[config.mk]
export PLATFORM = sky130hd
export DESIGN_NAME = fmap_buf_reader
export DESIGN_NICKNAME = d
export VERILOG_FILES = /design/src/rtl/fmap_buf_reader.sv
export SDC_FILE = /design/constraint.sdc
export NUM_CORES = 1
export LEC_CHECK = 0
export BUFFER_PORTS_ARGS = -buffer_cell sky130_fd_sc_hd__buf_2
export CORE_MARGIN = 1
export CORE_UTILIZATION = 50
export CTS_BUF_LIST = sky130_fd_sc_hd__clkbuf_16
export DETAILED_ROUTE_END_ITERATION = 8
export GPL_TIMING_DRIVEN = 0
export PLACE_DENSITY = 0.78
export SLEW_MARGIN = 20
export SYNTH_ARGS = -nofsm -noshare
export SYNTH_HDL_FRONTEND = slang
export SYNTH_SLANG_ARGS = --single-unit
[constraint.sdc]
create_clock -name clk -period 7.7 [get_ports clk]
set_clock_uncertainty 0.2 [all_clocks]
set_input_delay 1.54 -clock clk [delete_from_list [all_inputs] [get_ports clk]]
set_output_delay 1.54 -clock clk [all_outputs]
set_load 0.02 [all_outputs]
[src/rtl/fmap_buf_reader.sv]
// Streams one finished feature map out of the conv ping-pong buffers (port B) onto a valid/ready stream.
// Optional: define FMAP_RD_STALL_CNT_EN to add the stall_cnt backpressure counter port.
`timescale 1ns/1ps
module fmap_buf_reader #(
  parameter int W_DATA       = 128,
  parameter int FRAME_SIZE_W = 16
) (
  input  logic                    clk,
  input  logic                    rstn,
  input  logic                    start,
  input  logic                    rd_buff_sel,
  input  logic [FRAME_SIZE_W-1:0] num_pix,
  output logic                    busy,
  output logic                    done,
  output logic                    fmap_buf_enb01,
  output logic                    fmap_buf_enb02,
  output logic [FRAME_SIZE_W-1:0] fmap_buf_addrb,
  input  logic [W_DATA-1:0]       fmap_buf_dob01,
  input  logic [W_DATA-1:0]       fmap_buf_dob02,
  output logic                    m_valid,
  input  logic                    m_ready,
  output logic [W_DATA-1:0]       m_data,
  output logic                    m_last
`ifdef FMAP_RD_STALL_CNT_EN
  ,
  output logic [31:0]             stall_cnt
`endif
);

  typedef enum logic [1:0] {S_IDLE, S_READ, S_DRAIN, S_DONE} state_t;

  localparam logic [FRAME_SIZE_W-1:0] ADDR_ONE = {{(FRAME_SIZE_W-1){1'b0}}, 1'b1};

  state_t                  state_q, state_d;
  logic                    sel_q;
  logic [FRAME_SIZE_W-1:0] num_q;
  logic [FRAME_SIZE_W-1:0] rd_addr;
  logic                    start_acc;
  logic                    issue;
  logic                    last_addr;
  logic                    pop;
  logic                    push;
  logic [2:0]              credit;

  logic                    vld_p1;
  logic                    last_p1;

  logic [W_DATA-1:0]       fifo_mem [0:1];
  logic [1:0]              fifo_lst;
  logic                    wr_ptr;
  logic                    rd_ptr;
  logic [1:0]              fifo_cnt;

  assign start_acc = start && (state_q == S_IDLE);
  assign pop       = m_valid && m_ready;
  assign push      = vld_p1;
  assign last_addr = (rd_addr == (num_q - ADDR_ONE));

  // A new read is allowed only if the FIFO can still hold it after this cycle's pop.
  assign credit    = {1'b0, fifo_cnt} + {2'b00, vld_p1} - {2'b00, pop};
  assign issue     = (state_q == S_READ) && (credit < 3'd2);

  always_comb begin
    state_d = state_q;
    case (state_q)
      S_IDLE:  if (start) state_d = (num_pix == '0) ? S_DONE : S_READ;
      S_READ:  if (issue && last_addr) state_d = S_DRAIN;
      // The last-tagged pop empties the FIFO with nothing left in flight.
      S_DRAIN: if (pop && m_last) state_d = S_DONE;
      S_DONE:  state_d = S_IDLE;
      default: state_d = S_IDLE;
    endcase
  end

  always_ff @(posedge clk or negedge rstn) begin
    if (!rstn) begin
      state_q <= S_IDLE;
      sel_q   <= 1'b0;
      num_q   <= '0;
      rd_addr <= '0;
    end else begin
      state_q <= state_d;
      if (start_acc) begin
        sel_q   <= rd_buff_sel;
        num_q   <= num_pix;
        rd_addr <= '0;
      end else if (issue) begin
        rd_addr <= rd_addr + ADDR_ONE;
      end
    end
  end

  // p1: read issued last cycle, dob valid now
  always_ff @(posedge clk or negedge rstn) begin
    if (!rstn) begin
      vld_p1  <= 1'b0;
      last_p1 <= 1'b0;
    end else begin
      vld_p1  <= issue;
      last_p1 <= issue && last_addr;
    end
  end

  // p2: skid FIFO, head drives the stream
  always_ff @(posedge clk or negedge rstn) begin
    if (!rstn) begin
      fifo_mem[0] <= '0;
      fifo_mem[1] <= '0;
      fifo_lst    <= 2'b00;
      wr_ptr      <= 1'b0;
      rd_ptr      <= 1'b0;
      fifo_cnt    <= 2'd0;
    end else begin
      if (push) begin
        fifo_mem[wr_ptr] <= sel_q ? fmap_buf_dob02 : fmap_buf_dob01;
        fifo_lst[wr_ptr] <= last_p1;
        wr_ptr           <= ~wr_ptr;
      end
      if (pop) rd_ptr <= ~rd_ptr;
      case ({push, pop})
        2'b10:   fifo_cnt <= fifo_cnt + 2'd1;
        2'b01:   fifo_cnt <= fifo_cnt - 2'd1;
        default: fifo_cnt <= fifo_cnt;
      endcase
    end
  end

  assign busy           = (state_q == S_READ) || (state_q == S_DRAIN);
  assign done           = (state_q == S_DONE);
  assign fmap_buf_enb01 = issue && !sel_q;
  assign fmap_buf_enb02 = issue && sel_q;
  assign fmap_buf_addrb = rd_addr;
  assign m_valid        = (fifo_cnt != 2'd0);
  assign m_data         = fifo_mem[rd_ptr];
  assign m_last         = fifo_lst[rd_ptr];

`ifdef FMAP_RD_STALL_CNT_EN
  always_ff @(posedge clk or negedge rstn) begin
    if (!rstn) begin
      stall_cnt <= '0;
    end else if (start_acc) begin
      stall_cnt <= '0;
    end else if (m_valid && !m_ready && (stall_cnt != '1)) begin
      stall_cnt <= stall_cnt + 32'd1;
    end
  end
`endif

endmodule

# Yosys cells after proc, flatten, opt, wreduce, memory -nomap -nowiden
# Cells that the tools add are included.
word_totals:
  reg_bits: 299
  input_bits: 277
  output_inout_bits: 150
  word_cells: 75
op_classes:
  addsub: 6
  order_cmp: 7
  n_eq_ne: 9
  n_mux: 20
  bitwise_logic: 4
  n_reduce_logical: 17
ops:
  columns: ["operator", "n"]
  rows:
  - ["two-way mux 128 bit", 5]
  - ["bitwise mux 256 bit", 1]
  - ["demux 128 bit (select 1 bit)", 1]
  - ["two-way mux 16 bit", 2]
  - ["adder 16 x 1 -> 16 bit (second input constant)", 1]
  - ["equality test 16 bit", 1]
  - ["logical NOT 16 bit", 1]
  - ["subtractor 16 x 1 -> 16 bit (second input constant)", 1]
  - ["logical AND 1 bit", 9]
  - ["two-way mux 2 bit", 4]
  - ["case mux 2 bit (4 select lines)", 1]
  - ["equality test 2 bit (second input constant)", 3]
  - ["!= test 2 bit (second input constant)", 3]
  - ["nonzero test 2 bit", 3]
  - ["equality test 2 x 1 -> 1 bit (second input constant)", 2]
  - ["greater-or-equal comparator 2 bit (second input constant)", 2]
  - ["less-than comparator 1 x 2 -> 1 bit (second input constant)", 2]
  - ["NOT 1 -> 2 bit", 2]
  - ["case mux 2 bit (2 select lines)", 1]
  - ["adder 2 x 1 -> 3 bit", 1]
  - ["less-than comparator 3 x 2 -> 1 bit (second input constant)", 1]
  - ["two-way mux 1 bit", 3]
  - ["AND reduction 3 bit", 1]
  - ["subtractor 3 x 1 -> 3 bit", 1]
  - ["other kinds (10)", 11]

# Logic depth before layout (Yosys ltp)
# Gate-level depths: netlist (run 1).
depth:
  word_depth: 8
  mapped_depth: 14
  ltp_nobuf: 14

# Worst setup path before layout (run 1)
# No wires, ideal clock.
synth_path:
  kind: "input to output"
  from: "input port m_ready"
  to: "output port fmap_buf_enb02"
  arrival_time_ps: 3251
  required_time_ps: 5960
  setup_slack_ps: 2709
  path_stages: 8
  path_buffers: 0
  cell_sequence: "nand2_1 -> inv_1 -> ha_1 -> nor2_1 -> fa_1 -> nand2b_1 -> nor2_1 -> and2_1"
synth_via:
  elab_chain_cells: 5
synth_lines:
  columns: ["element", "line_no", "rtl"]
  rows:
  - ["from (decl)", "21", "input logic m_ready,"]
  - ["logical AND 1 bit", "55", "assign pop = m_valid && m_ready;"]
  - ["net pop", "41", "logic pop;"]
  - ["subtractor 3 x 1 -> 3 bit", "60", "assign credit = {1'b0, fifo_cnt} + {2'b00, vld_p1} - {2'b00, pop};"]
  - ["less-than comparator 3 x 2 -> 1 bit", "61", "assign issue = (state_q == S_READ) && (credit < 3'd2);"]
  - ["logical AND 1 bit", "61", null]
  - ["net issue", "39", "logic issue;"]
  - ["logical AND 1 bit", "131", "assign fmap_buf_enb02 = issue && sel_q;"]
  - ["to (decl)", "16", "output logic fmap_buf_enb02,"]
# The timed path passes the listed nets, and every way through them passes these cells.

# Final worst setup path (run 1)
# Ends and elaborated chain as after synthesis.

==> results.yml, run 1 <==
critical_path:
  cp_max_fo: 8
  cp-end-kind: "output port"
  arrival_ns: 3.67
  crit_type: "in2out"
  required_ns: 5.96
  startpoint_type: "input port"
finish:
  fin_area_um2: 18000
  num-fill-cells: 2253
  drive_gt1_share_pct: 32.7
  stdcell_count: 2257
  nets: 2140
  syn2layout_area_growth_pct: 26.5
  final_cell_mix: "425 x buf_2, 299 x dfrtp_1, 183 x nand2_1, 153 x nor2_1, 140 x o21ai_0"
  final_common_cell: "buf_2"
clocking:
  hold_buffers: 0
  clockBufferDepth: 3
  cts_buffers: 30
  cts_sinks: 299
  cts_tree: "done"
  post-cts-setup-buffers: 0
  clkTransAtPathRegs_ns: 0.06
  cts-root-buf: "clkbuf_16"
  htreeDepth: 1
  clk_latency_ns: 0.56
  cts_resized: 0
sta:
  maxSlewViolCount: 0
  final_hold_viol_count: 0
  finalCritPeriodShare_pct: 70.3
  setup_violations: 0
  tightest_slew_ns: 1.10
  fmax_ghz: 0.185
  min_period_ns: 5.41
  slew_headroom_pct: 26.9
  rsz0062_at_grt: "false"
die:
  die_w_um: 171
  start_util_pct: 51.1
  io_pins: 427
  dieArea_um2: 29100
  core_area_um2: 27900
  rows: 61
  dieHeight_um: 171
grt:
  antenna_found_initial: 2
  grt_max_degree: 94
  grt_overflow: 0
  grt_usage_pct: 28.6
  grt_pass1_wl_um: 64500
  grt_pass1_vias: 12223
synthesis:
  yosysSeqAreaShare_pct: 52.6
  synth_flop_cell: "dfrtp_1"
  async_flop_share_pct: 100
  yosysUniqueCellTypes: 42
  syn_inst: 1392
  synth-seq-cells: 299
  synth.avg_cell_area_um2: 10.2
  synth_area_um2: 14200
  synth_nets: 1679
  yosys_warnings: 0
  synth-edff-count: 0
power_and_ir_drop:
  peakVddDrop_mv: 0.292
  p_leak_uw: 0.00846
  p_per_area_nw_per_um2: 465
placement:
  routabilityCongestion: 0.885
  numPortBuffers: 426
  dp_cells: 2199
  dp_hpwl_um: 30600
  dpl-instance-area_um2: 16900
status:
  outcome: "complete, no violations"
route:
  drtIter0Drc: 779
  wl_per_cell_um: 18.5
  drt_pass1_iterations: 5
  vias: 12172
  wirelength_um: 41800
  drt-vias-per-instance: 5.39
  drc: 0
  postRouteAntennaNets: 0
job:
  drv_cap: 0
hold_path:
  holdCritPathClass: "reg2reg"
## kinds of logic (layout without fill, tap and decap cells)
kind of cell | count (synthesis) | in the layout | share of synthesized area, %
other | 0 | 2 | 0
AND/OR/NAND/NOR | 385 | 385 | 11.1
flip-flops | 299 | 299 | 52.6
multiplexers | 261 | 261 | 19.5
XOR/XNOR | 40 | 40 | 2.46
buffers and inverters | 110 | 595 | 2.90
AO/OA/AOI/OAI | 287 | 287 | 10.5
adder cells (fa/ha/maj) | 10 | 10 | 0.932
## through the flow
stage               hold WS (ns)  total power, µW  worst slack [ns]  utilization, %  setup TNS (ns)
detailed placement         0.265             6800              2.29            60.8               0
global route               0.293             8890              2.17            64.6               0
floorplan                  0.244             5410              2.71               -               0
CTS                        0.277             8400              2.29            64.6               0
finish                     0.272             8360              2.29            64.6               0
global placement           0.257             6660            -0.436            60.4         -122.86
## power by group
group | switching, µW | internal [µW] | total (µW)
clock network | 628 | 945 | 1570
registers | 391 | 2270 | 2660
logic | 2530 | 1600 | 4130
total | 3550 | 4810 | 8360
## worst paths after layout
path	slack, ns	endpoint	from	cells past startpoint
max in group asynchronous	5.35	fifo_mem[246]	rstn	3
hold / removal	0.27	fifo_mem[237]	fifo_mem[237]	2
setup reg to reg	3.79	state_q[1]	fifo_cnt[1]	14
setup / recovery	2.29	fmap_buf_enb02	m_ready	10
min in group asynchronous	0.74	fifo_mem[167]	rstn	1
hold reg to reg	0.27	fifo_mem[237]	fifo_mem[237]	2
## per-layer routing
layer	routed length [µm]	part of all wire [%]	vias to the layer above	GRT usage, %
met5	0	0	-	0
met4	1150	2.7	0	9.09
met1	17400	42	5974	36.1
met2	20800	50	423	50.1
li1	-	-	5708	-
met3	2470	5.9	67	4.40
## sequential cells by signal (all words and copies together), names as in the netlist
name,cells
push,1
wr_ptr,1
fifo_lst,2
last_p1,1
state_q,2
rd_ptr,1
fifo_mem,256
sel_q,1
fmap_buf_addrb,16
fifo_cnt,2
num_q,16
## cells in the mapped netlist (all sizes together), types with 2 or more instances
cell,n,area [µm²]
dfrtp,299,7480
nand2,183,687
nor2,153,574
o21ai,140,701
a21oi,134,671
mux2,131,1480
mux2i,130,1300
clkbuf,83,312
xnor2,24,210
xor2,16,140
inv,15,56.3
buf,12,45.0
ha,9,113
nor4,9,56.3
nand4,8,50.1
nand3,7,35.0
nor3,5,30.0
or3,4,25.0
and2,3,18.8
a211oi,2,15.0
nand2b,2,12.5
nand3b,2,15.0
nor3b,2,15.0
nor4b,2,23.8
or4,2,15.0
## worst max-delay path, cell delays in order
cell	delay, ns
buf_2	0.10
nand2_1	0.09
inv_1	0.08
ha_1	0.29
nor2_1	0.12
fa_1	0.41
nand2b_1	0.21
nor2_1	0.46
and2_1	0.21
buf_2	0.16
## area by class of cell
type / instances / area [µm²] / share of cell area, %
buffer: 95 / 357 / 1.98
clock buffer: 30 / 751 / 4.17
sequential: 299 / 7480 / 41.6
clock inverter: 26 / 318 / 1.77
multi-input combinational: 983 / 6330 / 35.2
timing repair buffer: 429 / 2220 / 12.4
antenna: 2 / 5.00 / 0.0278
tap: 378 / 473 / 2.63
inverter: 15 / 56.3 / 0.313
Power figures use the tool's default switching activity.
==> run 2, diff against run 1 <==
CORE_UTILIZATION = 47   (was 50)
PLACE_DENSITY = 0.77   (was 0.78)
clock period = 4.45 ns   (was 7.7 ns; I/O delays follow)
==> results.yml, run 2 (synthesized netlist as in run 1, its figures left out) <==
die:
  die_w_um: 176
  io_pins: 427
  dieHeight_um: 176
  start_util_pct: 47.9
  core_area_um2: 29700
  rows: 63
  dieArea_um2: 31000
clocking:
  cts_sinks: 299
  cts_tree: "done"
  clk_latency_ns: 0.51
  clkTransAtPathRegs_ns: 0.06
  hold_buffers: 0
  clockBufferDepth: 3
  cts_buffers: 34
  htreeDepth: 2
  cts-root-buf: "clkbuf_16"
grt:
  antenna_found_initial: 0
  grt_max_degree: 101
  grt_overflow: 0
  grt_usage_pct: 27.3
  grt_pass1_vias: 12150
  grt_pass1_wl_um: 65600
sta:
  setup_ws_ns: 0.292
  finalCritPeriodShare_pct: 93.4
  setup_violations: 0
  slew_headroom_pct: 26.6
  fmax_ghz: 0.241
  min_period_ns: 4.16
  final_hold_viol_count: 0
  rsz0062_at_grt: "false"
  tightest_slew_ns: 1.10
  maxSlewViolCount: 0
critical_path:
  path_delay_family: "simple AND/OR/NAND/NOR gates"
  path_cells: "inv_1 > nand2_1 > nand2_1 > inv_1 > ha_1 > nor2_1 > fa_1 > nand2b_1 > nor2_2 > and2_1 > buf_2"
  r2r_cells: 14
  rrSetupSlack_ns: 0.43
  arrival_ns: 3.07
  required_ns: 3.36
  cp-end-kind: "output port"
  cp_max_fo: 8
  worstReg2RegStart: "fifo_cnt[1]"
  timing.rr.end: "state_q[1]"
  slowest_stage: "fa_1"
  startpoint_type: "register"
  crit_buf_inv: 3
  crit_type: "reg2out"
  max_stage_delay_ns: 0.41
route:
  wl_per_cell_um: 18.6
  wirelength_um: 42200
  vias: 12251
  postRouteAntennaNets: 0
  drtIter0Drc: 799
  drt_pass1_iterations: 5
  drc: 0
  drt-vias-per-instance: 5.40
finish:
  antennaDiodeCount: 0
  nets: 2144
  finish.utilization_pct: 60.5
  final_cell_mix: "425 x buf_2, 299 x dfrtp_1, 183 x nand2_1, 152 x nor2_1, 140 x o21ai_0"
  drive_gt1_share_pct: 32.5
  syn2layout_area_growth_pct: 26.3
  largest_register_ffs: 256
  regMostFlops: "fifo_mem"
  final_common_cell: "buf_2"
placement:
  dp_slack_ns: 0.112
  numPortBuffers: 426
  routabilityCongestion: 0.844
  dp_hpwl_um: 31000
job:
  drv_cap: 0
power_and_ir_drop:
  peakVddDrop_mv: 0.452
  p_leak_uw: 0.00847
  p_per_area_nw_per_um2: 800
hold_path:
  holdCritPathClass: "in2async"
status:
  outcome: "complete, no violations"
==> run 2: changes by cell type in the layout (fill, tap and decap cells not counted) <==
| cell | delta |
|---|---|
| bufinv_16 | -5 |
| clkinv_1 | +3 |
| clkinvlp_4 | -4 |
| diode_2 | -2 |
| clkinv_8 | -1 |
| clkinv_2 | -2 |
| clkbuf_1 | -1 |
| inv_1 | +5 |
| clkbuf_2 | +1 |
| inv_6 | +1 |
| nor2_1 | -1 |
| clkbuf_16 | +5 |
| nor2_2 | +1 |
==> run 2: area by class of cell <==
class	count	area [µm²]
clock buffers	35	876
flip-flops and latches	299	7480
clock inverters	23	150
multi-input cells	983	6340
repair buffers	429	2220
inverters	15	56.3
fillers	2486	11700
plain buffers	95	358
well taps	390	488
==> run 2: routing by layer <==
layer | track usage, % | vias to the layer above | wire length [µm]
li1 | - | 5718 | -
met1 | 35.2 | 6010 | 17700
met2 | 47.2 | 452 | 21000
met3 | 3.94 | 71 | 2330
met4 | 9.13 | 0 | 1180
met5 | 0 | - | 0
==> run 2: worst max-delay path by stage <==
stage,slack [ns],to,depth (start not counted),startpoint
global route,0.04,fmap_buf_enb02,11,fifo_cnt[1]
global placement,-2.98,fifo_mem[238],1,rstn
CTS,0.08,fmap_buf_enb02,11,fifo_cnt[1]
finish,0.29,fmap_buf_enb02,11,fifo_cnt[1]
detailed placement,0.11,state_q[1],13,m_ready
floorplan,0.70,state_q[0],12,m_ready
==> run 2: per-stage QoR <==
stage / instance area [µm²] / hold WS [ns] / instances / power [µW] / setup TNS, ns
CTS: 18000 / 0.0627 / 2269 / 14500 / 0
finish: 18000 / 0.0562 / 2269 / 14400 / 0
global placement: 16800 / 0.257 / 2208 / 11600 / -882.67
floorplan: 14200 / 0.244 / 1392 / 9360 / 0
detailed placement: 16900 / 0.265 / 2211 / 11800 / 0
global route: 18000 / 0.0754 / 2269 / 15300 / 0
==> run 2: what timing repair did <==
action | CTS | global route
setup buffers | 0 | 0
gates resized for setup | 0 | 1
endpoints found under the setup margin | 0 | 1
==> run 2: power breakdown <==
group | internal, µW | switching (µW) | total (µW) | leakage, µW
clock network | 1530 | 1060 | 2590 | 0.000541
logic | 2770 | 4430 | 7200 | 0.00449
registers | 3930 | 665 | 4590 | 0.00344
total | 8230 | 6160 | 14400 | 0.00847
==> run 3, diff against run 2 <==
ABC_AREA = 1   (was unset)
CORE_UTILIZATION = 48   (was 47)
PLACE_DENSITY = 0.78   (was 0.77)
==> results.yml, run 3 <==
status:
  outcome: "complete, no violations"
finish:
  final_common_cell: "nand2_1"
  drive_gt1_share_pct: 21.5
  syn2layout_area_growth_pct: 25.2
  nets: 2675
  final_cell_mix: "591 x nand2_1, 437 x buf_2, 299 x dfrtp_1, 286 x nor2_1, 256 x a31oi_1"
  largest_register_ffs: 256
  regMostFlops: "fifo_mem"
  num-fill-cells: 2819
grt:
  use_met1_pct: 40.7
  grt_overflow: 0
  top_usage_layer: "met2"
  grt_usage_pct: 32.3
  grt_use_met2_pct: 53.4
  grt_pass1_wl_um: 79100
  use_met3_pct: 6.77
  grt_max_degree: 101
  antenna_found_initial: 10
  grt_pass1_vias: 15051
synthesis:
  synth_xor_area_share_pct: 1.06
  synth_flop_cell: "dfrtp_1"
  synth-edff-count: 0
  syn_inst: 1923
  synth.avg_cell_area_um2: 7.73
  synth-seq-cells: 299
  synthAdderAreaFrac_pct: 0.893
  netlist_top_cells_area: "dfrtp_1 50%, nand2_1 15%, a31oi_1 11%"
  synth_top_area_share_pct: 50.4
  synth_top_family_by_area: "simple AND/OR/NAND/NOR gates"
  synth_nets: 2210
  synth-compound-area-share_pct: 15.2
  synth_area_um2: 14900
  yosysUniqueCellTypes: 39
  async_flop_share_pct: 100
  synthMuxAreaShare_pct: 0
  yosys-top-cells-count: "591 x nand2_1, 299 x dfrtp_1, 286 x nor2_1"
  yosysSeqAreaShare_pct: 50.4
  synth_simple_gate_area_share_pct: 25.6
  yosys_warnings: 0
  yosysMostFrequentCell: "nand2_1"
  yosysTopAreaCell: "dfrtp_1"
die:
  start_util_pct: 48.7
  die_w_um: 178
  core_area_um2: 30500
  rows: 64
  dieHeight_um: 178
  io_pins: 427
  dieArea_um2: 31700
route:
  wl_per_cell_um: 18.4
  vias: 15586
  drt-vias-per-instance: 5.54
  drt_pass1_iterations: 7
  drc: 0
  postRouteAntennaNets: 0
  wirelength_um: 51800
  drtIter0Drc: 1224
critical_path:
  startpoint_type: "register"
  max_stage_delay_ns: 0.44
  crit_type: "reg2out"
  arrival_ns: 3.02
  cp_max_fo: 10
  required_ns: 3.36
  path_cells: "inv_1 > nand2_1 > nand2_1 > inv_1 > ha_1 > nor2_1 > fa_1 > nor2_2 > nand2_2 > buf_6 > nor2_1 > buf_2"
  cp-end-kind: "output port"
  slowest_stage: "fa_1"
placement:
  routabilityCongestion: 0.925
  dp_hpwl_um: 38000
  numPortBuffers: 426
power_and_ir_drop:
  peakVddDrop_mv: 0.534
  p_per_area_nw_per_um2: 827
  pwr-share-clk_pct: 16.7
  combPwrFrac_pct: 52.6
  switchingPower_uw: 7370
  p_seq_share_pct: 30.6
  intPower_uw: 8010
  p_leak_uw: 0.00944
  switching_share_pct: 47.9
  total_power_uw: 15400
sta:
  final_hold_viol_count: 0
  slew_headroom_pct: 39.2
  min_period_ns: 4.11
  tightest_slew_ns: 0.913
  rsz0062_at_grt: "false"
  finalCritPeriodShare_pct: 92.3
  setup_violations: 0
  maxSlewViolCount: 0
  whs_ns: 0.103
  fmax_ghz: 0.244
clocking:
  clkTransAtPathRegs_ns: 0.06
  clk_latency_ns: 0.51
  post-cts-setup-buffers: 0
  cts_sinks: 299
  hold_buffers: 0
  cts_buffers: 34
  cts_tree: "done"
  clockBufferDepth: 3
  cts-root-buf: "clkbuf_16"
  cts_resized: 0
  htreeDepth: 2
job:
  drv_cap: 0
hold_path:
  holdCritPathClass: "in2async"
## run 3: cell count changes after synthesis, moves of 17 or more
cell,delta
a21oi_1,-123
a31oi_1,+255
inv_1,+130
mux2_2,-131
mux2i_1,-130
nand2_1,+408
nand3_1,+17
nor2_1,+133
o21ai_0,-30
xnor2_1,-19
## run 3: cell families after synthesis
kind of cell,after synthesis
buffers and inverters,265
flip-flops,299
AO/OA/AOI/OAI,383
adder cells (fa/ha/maj),10
AND/OR/NAND/NOR,948
XOR/XNOR,18
## run 3: path summary, 6_finish.rpt
kind                            depth (start not counted)            endpoint  slack [ns]   startpoint
worst max register to register                         18  fmap_buf_addrb[12]        1.11  fifo_cnt[1]
max in group asynchronous                               3       fifo_mem[217]        2.81         rstn
worst min-delay path                                    1       fifo_mem[174]        0.10         rstn
min in group clk                                        2         fifo_lst[1]        0.30  fifo_lst[1]
worst max-delay path                                   12      fmap_buf_enb02        0.34  fifo_cnt[1]
worst min register to register                          2         fifo_lst[1]        0.30  fifo_lst[1]
## run 3: worst max-delay path: cells and delay by family, from the launching register on
| family | cells | cell delay, ns |
|---|---|---|
| buffers and inverters | 4 | 0.60 |
| flip-flops | 1 | 0.41 |
| AND/OR/NAND/NOR | 6 | 0.74 |
| adder cells (fa/ha/maj) | 2 | 0.75 |
## run 3: power by group through the flow
| stage | Clock, µW | Combinational [µW] | Sequential (µW) |
|---|---|---|---|
| 6_report | 2580 | 8100 | 4710 |
| 5_1_grt | 2710 | 8950 | 4870 |
| 4_1_cts | 2610 | 8060 | 4700 |
| 3_5_place_dp | 0 | 8020 | 4740 |
| 3_3_place_gp | 0 | 7850 | 4670 |
| 2_1_floorplan | 0 | 5330 | 4570 |
## run 3: layer usage
metal	vias up	part of all wire, %
met3	146	9.1
met4	2	4.3
li1	7244	-
met1	7383	39
met5	-	0.025
met2	811	48
## run 3: cell type report
class / instances / area (µm²) / area share [%]
diodes: 9 / 22.5 / 0.121
multi-input cells: 1359 / 6350 / 34.1
well taps: 396 / 495 / 2.66
clock buffers: 37 / 926 / 4.98
flip-flops and latches: 299 / 7480 / 40.2
clock inverters: 20 / 80.1 / 0.430
repair buffers: 429 / 2220 / 12.0
inverters: 146 / 548 / 2.95
plain buffers: 119 / 480 / 2.58
## run 3: through the flow
stage / instances / setup WS (ns) / TNS, ns / util [%] / instance area (µm²)
after floorplan: 1923 / 0.875 / 0 / - / 14900
after global placement: 2745 / -3.18 / -941.99 / 57.3 / 17500
after detailed placement: 2748 / 0.558 / 0 / 57.6 / 17600
after CTS: 2805 / 0.331 / 0 / 60.9 / 18600
after global routing: 2813 / 0.142 / 0 / 61.0 / 18600
final: 2814 / 0.344 / 0 / 61.0 / 18600
